**config.mk**
```make
export PLATFORM = sky130hd
export DESIGN_NAME = gemm32_pim_sched
export DESIGN_NICKNAME = d
export VERILOG_FILES = /design/src/rtl/gemm_pim_pkg.sv /design/src/rtl/gemm_pim_acc.sv /design/src/rtl/gemm32_pim_sched.sv
export SDC_FILE = /design/constraint.sdc
export NUM_CORES = 1
export LEC_CHECK = 0
export BUFFER_PORTS_ARGS = -buffer_cell sky130_fd_sc_hd__buf_2
export CAP_MARGIN = 20
export CORE_UTILIZATION = 50
export CTS_CLUSTER_SIZE = 10
export DETAILED_ROUTE_END_ITERATION = 16
export PLACE_DENSITY = 0.82
export SLEW_MARGIN = 20
export SYNTH_ARGS = -nofsm -noshare
export SYNTH_HDL_FRONTEND = slang
export SYNTH_SLANG_ARGS = --single-unit
```
**constraint.sdc**
```tcl
create_clock -name clk -period 2.9 [get_ports clk]
set_clock_uncertainty 0.2 [all_clocks]
set_input_delay 0.58 -clock clk [delete_from_list [all_inputs] [get_ports clk]]
set_output_delay 0.58 -clock clk [all_outputs]
set_load 0.02 [all_outputs]
```
**src/rtl/gemm_pim_pkg.sv**
```systemverilog
// Shared types and default widths for the 32-input GEMM PIM tile scheduler.
package gemm_pim_pkg;

  typedef enum logic [2:0] {
    S_IDLE,
    S_ISSUE,
    S_WAIT,
    S_OUT,
    S_DONE
  } state_e;

  localparam int PIM_W_DEF   = 18;
  localparam int ACC_W_DEF   = 24;
  localparam int ADC_LAT_DEF = 2;

endpackage

```
**src/rtl/gemm_pim_acc.sv**
```systemverilog
// Partial-sum accumulator for one weight row: load on the first K-tile, add afterwards.
// Overflow saturates when GEMM_PIM_SATURATE_EN is defined, otherwise wraps modulo 2^ACC_W.
module gemm_pim_acc
  import gemm_pim_pkg::*;
#(
  parameter int PIM_W = PIM_W_DEF,
  parameter int ACC_W = ACC_W_DEF
) (
  input  logic             clk,
  input  logic             reset,
  input  logic             clr,
  input  logic             cap,
  input  logic             load,
  input  logic [PIM_W-1:0] din,
  output logic [ACC_W-1:0] acc
);

  logic [ACC_W-1:0] acc_q, acc_d;
  logic [ACC_W-1:0] din_ext;
  logic [ACC_W-1:0] sum;

  assign din_ext = ACC_W'(din);

`ifdef GEMM_PIM_SATURATE_EN
  logic [ACC_W:0] sum_wide;
  assign sum_wide = {1'b0, acc_q} + {1'b0, din_ext};
  // A saturated value stays pinned: any further non-zero add carries out again.
  assign sum = sum_wide[ACC_W] ? '1 : sum_wide[ACC_W-1:0];
`else
  assign sum = acc_q + din_ext;
`endif

  always_comb begin
    // NOTE: default first so every path assigns acc_d and no latch is inferred.
    acc_d = acc_q;
    if (clr)      acc_d = '0;
    else if (cap) acc_d = load ? din_ext : sum;
  end

  always_ff @(posedge clk) begin
    // NOTE: non-blocking for all state so flops update together at the edge.
    if (reset) acc_q <= '0;
    else       acc_q <= acc_d;
  end

  assign acc = acc_q;

endmodule

```
**src/rtl/gemm32_pim_sched.sv**
```systemverilog
// Row/K-tile sequencer for the 32-input GEMM PIM tile; issues compute strobes and returns row sums.
// Optional macro GEMM_PIM_SATURATE_EN (in gemm_pim_acc) selects saturating accumulation.
module gemm32_pim_sched
  import gemm_pim_pkg::*;
#(
  parameter int NUM_ROWS   = 32,
  parameter int MAX_KTILES = 8,
  parameter int ADC_LAT    = ADC_LAT_DEF,
  parameter int PIM_W      = PIM_W_DEF,
  parameter int ACC_W      = ACC_W_DEF,
  localparam int RW        = $clog2(NUM_ROWS),
  localparam int KW        = $clog2(MAX_KTILES)
) (
  input  logic             clk,
  input  logic             reset,
  input  logic             start,
  input  logic [RW:0]      cfg_rows,
  input  logic [KW:0]      cfg_ktiles,
  output logic             busy,
  output logic             done,
  output logic [RW-1:0]    pim_add,
  output logic [KW-1:0]    pim_ktile,
  output logic             pim_en,
  input  logic [PIM_W-1:0] pim_data,
  output logic             res_valid,
  input  logic             res_ready,
  output logic [ACC_W-1:0] res_data,
  output logic [RW-1:0]    res_row
);

  localparam logic [3:0] ADC_LAT_C = 4'(ADC_LAT);

  state_e        state_q, state_d;
  logic [RW:0]   rows_q, rows_d;
  logic [KW:0]   kt_q, kt_d;
  logic [RW-1:0] row_q, row_d;
  logic [KW-1:0] k_q, k_d;
  logic [3:0]    wcnt_q, wcnt_d;
  logic          acc_clr, acc_cap;
  logic [RW:0]   row_nxt;
  logic [KW:0]   k_nxt;

  assign row_nxt = {1'b0, row_q} + (RW+1)'(1);
  assign k_nxt   = {1'b0, k_q} + (KW+1)'(1);

  always_comb begin
    state_d = state_q;
    rows_d  = rows_q;
    kt_d    = kt_q;
    row_d   = row_q;
    k_d     = k_q;
    wcnt_d  = wcnt_q;
    acc_clr = 1'b0;
    acc_cap = 1'b0;
    unique case (state_q)
      S_IDLE: begin
        if (start) begin
          rows_d  = cfg_rows;
          kt_d    = cfg_ktiles;
          row_d   = '0;
          k_d     = '0;
          acc_clr = 1'b1;
          state_d = (cfg_rows == '0 || cfg_ktiles == '0) ? S_DONE : S_ISSUE;
        end
      end
      S_ISSUE: begin
        wcnt_d  = ADC_LAT_C;
        state_d = S_WAIT;
      end
      S_WAIT: begin
        wcnt_d = wcnt_q - 4'd1;
        // The tile output is valid only on the last cycle of the ADC window.
        if (wcnt_q == 4'd1) begin
          acc_cap = 1'b1;
          if (k_nxt < kt_q) begin
            k_d     = k_nxt[KW-1:0];
            state_d = S_ISSUE;
          end else begin
            state_d = S_OUT;
          end
        end
      end
      S_OUT: begin
        if (res_ready) begin
          if (row_nxt < rows_q) begin
            row_d   = row_nxt[RW-1:0];
            k_d     = '0;
            state_d = S_ISSUE;
          end else begin
            state_d = S_DONE;
          end
        end
      end
      S_DONE:  state_d = S_IDLE;
      default: state_d = S_IDLE;
    endcase
  end

  always_ff @(posedge clk) begin
    if (reset) begin
      state_q <= S_IDLE;
      rows_q  <= '0;
      kt_q    <= '0;
      row_q   <= '0;
      k_q     <= '0;
      wcnt_q  <= '0;
    end else begin
      state_q <= state_d;
      rows_q  <= rows_d;
      kt_q    <= kt_d;
      row_q   <= row_d;
      k_q     <= k_d;
      wcnt_q  <= wcnt_d;
    end
  end

  gemm_pim_acc #(
    .PIM_W (PIM_W),
    .ACC_W (ACC_W)
  ) u_acc (
    .clk   (clk),
    .reset (reset),
    .clr   (acc_clr),
    .cap   (acc_cap),
    .load  (k_q == '0),
    .din   (pim_data),
    .acc   (res_data)
  );

  assign busy      = (state_q != S_IDLE);
  assign done      = (state_q == S_DONE);
  assign pim_en    = (state_q == S_ISSUE);
  assign res_valid = (state_q == S_OUT);
  assign pim_add   = row_q;
  assign pim_ktile = k_q;
  assign res_row   = row_q;

endmodule

```
==> flow_metrics.env <==
export IMPL_antenna_found_initial=0
export IMPL_reg2reg_slack_ns=0.29
export IMPL_ys_warn_count=0
export IMPL_synth_seq_area_share_pct=26.5
export IMPL_ys_ff_latch=49
export IMPL_nets=621
export IMPL_critPathLaunchType="flip-flop"
export IMPL_post_route_period_util_pct=90.1
export IMPL_via_count=3735
export IMPL_clk_latency_ns=0.32
export IMPL_path_clk_slew_ns=0.10
export IMPL_grt_ovfl_total=0
export IMPL_die_area_sq_um=7760
export IMPL_final_cell_mix="buf_2, nand2_1, a21oi_1, dfxtp_1, nor2_1"
export IMPL_cpMaxStageDelayCell="dfxtp_1"
export IMPL_drtIter0Drc=168
export IMPL_reg2reg_from="pim_add[1]"
export IMPL_synthArstFlopShare_pct=0
export IMPL_initial_core_util_pct=51.4
export IMPL_hpwlAfterDp_mm=7.04
export IMPL_grt_usage_pct=24.6
export IMPL_vias_per_cell=5.68
export IMPL_worstRegToRegCells=9
export IMPL_dp_cells=649
export IMPL_pin_count=73
export IMPL_grt_pass1_vias=3443
export IMPL_cpPeakStageDelay_ns=0.40
export IMPL_crit_chain="ha_1 -> nand3_1 -> xnor2_1 -> ha_1 -> nand3_1 -> nand2_1 -> or2_2 -> nor3_1 -> mux2_1"
export IMPL_wl_per_cell_microns=13.9
export IMPL_p_per_area_nw_per_um2=528
export IMPL_yosysTopAreaCell="dfxtp_1"
export IMPL_final_common_cell="buf_2"
export IMPL_finalNonFillerCells=657
export IMPL_cts_htree_levels=2
export IMPL_finalSetupTns_ns=0
export IMPL_min_delay_path_depth=2
export IMPL_cp_end_kind="flip-flop"
export IMPL_cts_resized=0
export IMPL_cts_tree="done"
export IMPL_required_ns=2.91
export IMPL_r2r_end="pim_add[3]"
export IMPL_final_area_sq_um=4280
export IMPL_hp_start="kt_q[0]"
export IMPL_syn_to_final_growth_pct=15.5
export IMPL_yosysUniqueCellTypes=69
export IMPL_drive_gt1_share_pct=20.6
export IMPL_cts_sinks=49
export IMPL_holdWs_ns=0.260
export IMPL_root_buffer="clkbuf_8"
export IMPL_dieHeight_microns=88.1
export IMPL_post_cts_buffers=0
export IMPL_arrival_ns=2.63
export IMPL_clock_path_buffers=2
export IMPL_finalSetupViolCount=0
export IMPL_ys_flop_type="dfxtp_1"
export IMPL_firstDrtPassIters=4
export IMPL_n_fill_cell=674
export IMPL_hold_buffers=0
export IMPL_synth_nets=552
export IMPL_ir_drop_v=0.000327
export IMPL_routabilityCongestion=0.923
export IMPL_ant_nets=0
export IMPL_max_clock_freq_mhz=383
export IMPL_leakage_nw=1.92
export IMPL_rows=31
export IMPL_tightest_slew_ns=0.815
export IMPL_hold_class="flip-flop to flip-flop"
export IMPL_syn_inst=488
export IMPL_ys_top_cells_by_area="dfxtp_1, ha_1, nand2_1, a21oi_1, o21ai_0"
export IMPL_grt_max_degree=25
export IMPL_syn_area_sq_um=3710
export IMPL_final_max_slew_viol_count=0
export IMPL_core_area_sq_um=7210
export IMPL_syn_area_per_cell_sq_um=7.59
export IMPL_holdPathEnd="kt_q[0]"
export IMPL_die_w_microns=88.1
export IMPL_drc_errors=0
export IMPL_portBuffers=72
export IMPL_synth_top_area_share_pct=26.5
export IMPL_path_class="flip-flop to flip-flop"
export IMPL_finalWirelength_mm=9.12
export IMPL_cts_buffers=5
export IMPL_post_dp_cell_area_sq_um=4170
export IMPL_period_minus_slack_ns=2.61
export IMPL_maxCapViolCount=0
export IMPL_p_total_mw=2.26
export IMPL_antenna_cells=0
export IMPL_finalHoldViolCount=0
export IMPL_grt_first_pass_wirelength_mm=15.1
export IMPL_max_slew_margin_pct=45.7
export IMPL_synth_edf_count=0
export IMPL_crit_path_max_fanout=5
export IMPL_rsz0062_at_grt="false"
export IMPL_status="finished clean"
==> power by group <==
part,internal (mW),total [mW],leakage [nW],switching (mW)
combinational,0.346,0.901,1.46,0.555
sequential,0.745,0.837,0.397,0.0914
clock,0.259,0.521,0.0585,0.262
total,1.35,2.26,1.92,0.908
==> Yosys cell counts, types with 5 or more instances <==
master / number
nor2b_1: 8
nor2_1: 35
clkbuf_1: 11
nand2_1: 71
nand4_1: 5
nand3_1: 16
o211a_1: 5
ha_1: 31
inv_1: 21
and3_1: 5
dfxtp_1: 49
buf_4: 8
nor3_1: 13
a21o_1: 7
mux2i_1: 9
o211ai_1: 6
a211oi_1: 5
or3_1: 7
nand2b_1: 11
o21ai_0: 30
a21oi_1: 50
o21ai_1: 6
==> through the flow <==
step	util [%]	setup WS, ns
after floorplan	-	0.304
after global placement	57.8	0.111
after detailed placement	57.8	0.0135
after CTS	59.3	0.295
after global routing	59.3	0.127
final	59.3	0.287
==> critical path: cells and delay by family, from the launching register on <==
| kind | cells | cell delay (ns) |
|---|---|---|
| XOR/XNOR | 1 | 0.23 |
| adder cells (fa/ha/maj) | 2 | 0.53 |
| flip-flops | 1 | 0.40 |
| multiplexers | 1 | 0.34 |
| AND/OR/NAND/NOR | 5 | 0.81 |
==> area by class of cell <==
| cell class | instances | area, sq um | area share (%) |
|---|---|---|---|
| clock inverter | 3 | 43.8 | 1.02 |
| inverter | 21 | 78.8 | 1.84 |
| sequential | 49 | 981 | 22.9 |
| clock buffer | 5 | 68.8 | 1.61 |
| tap | 99 | 124 | 2.89 |
| timing repair buffer | 87 | 473 | 11.0 |
| multi-input combinational | 393 | 2510 | 58.7 |
==> per-layer routing <==
layer	share of wire, %	global-route usage (%)	up-vias
met1	43	28.1	1750
met2	52	46.7	87
met5	0	0	-
met3	4.4	4.24	9
li1	-	-	1889
met4	1.0	6.74	0
==> logic make-up after synthesis <==
family | share of synthesized area (%)
AND/OR/NAND/NOR | 26.1
AO/OA/AOI/OAI | 25.4
flip-flops | 26.5
buffers and inverters | 5.81
adder cells (fa/ha/maj) | 11.0
multiplexers | 3.34
XOR/XNOR | 1.89
==> worst max-delay path by stage <==
stage	startpoint	end	cells past startpoint
final	pim_add[1]	pim_add[3]	9
after CTS	pim_add[1]	pim_add[3]	9
after global placement	pim_data[0]	u_acc.acc[22]	10
after detailed placement	pim_data[0]	u_acc.acc[18]	10
after global routing	pim_add[1]	pim_add[3]	9
after floorplan	pim_add[0]	pim_add[3]	9
==> flip-flops by register name, summed over array words and instances, names as in the netlist <==
| signal | count |
|---|---|
| state_q | 3 |
| pim_add | 5 |
| u_acc.acc | 24 |
| wcnt_q | 4 |
| kt_q | 4 |
| rows_q | 6 |
| pim_ktile | 3 |
No activity file was read; power rests on OpenSTA's default activity.
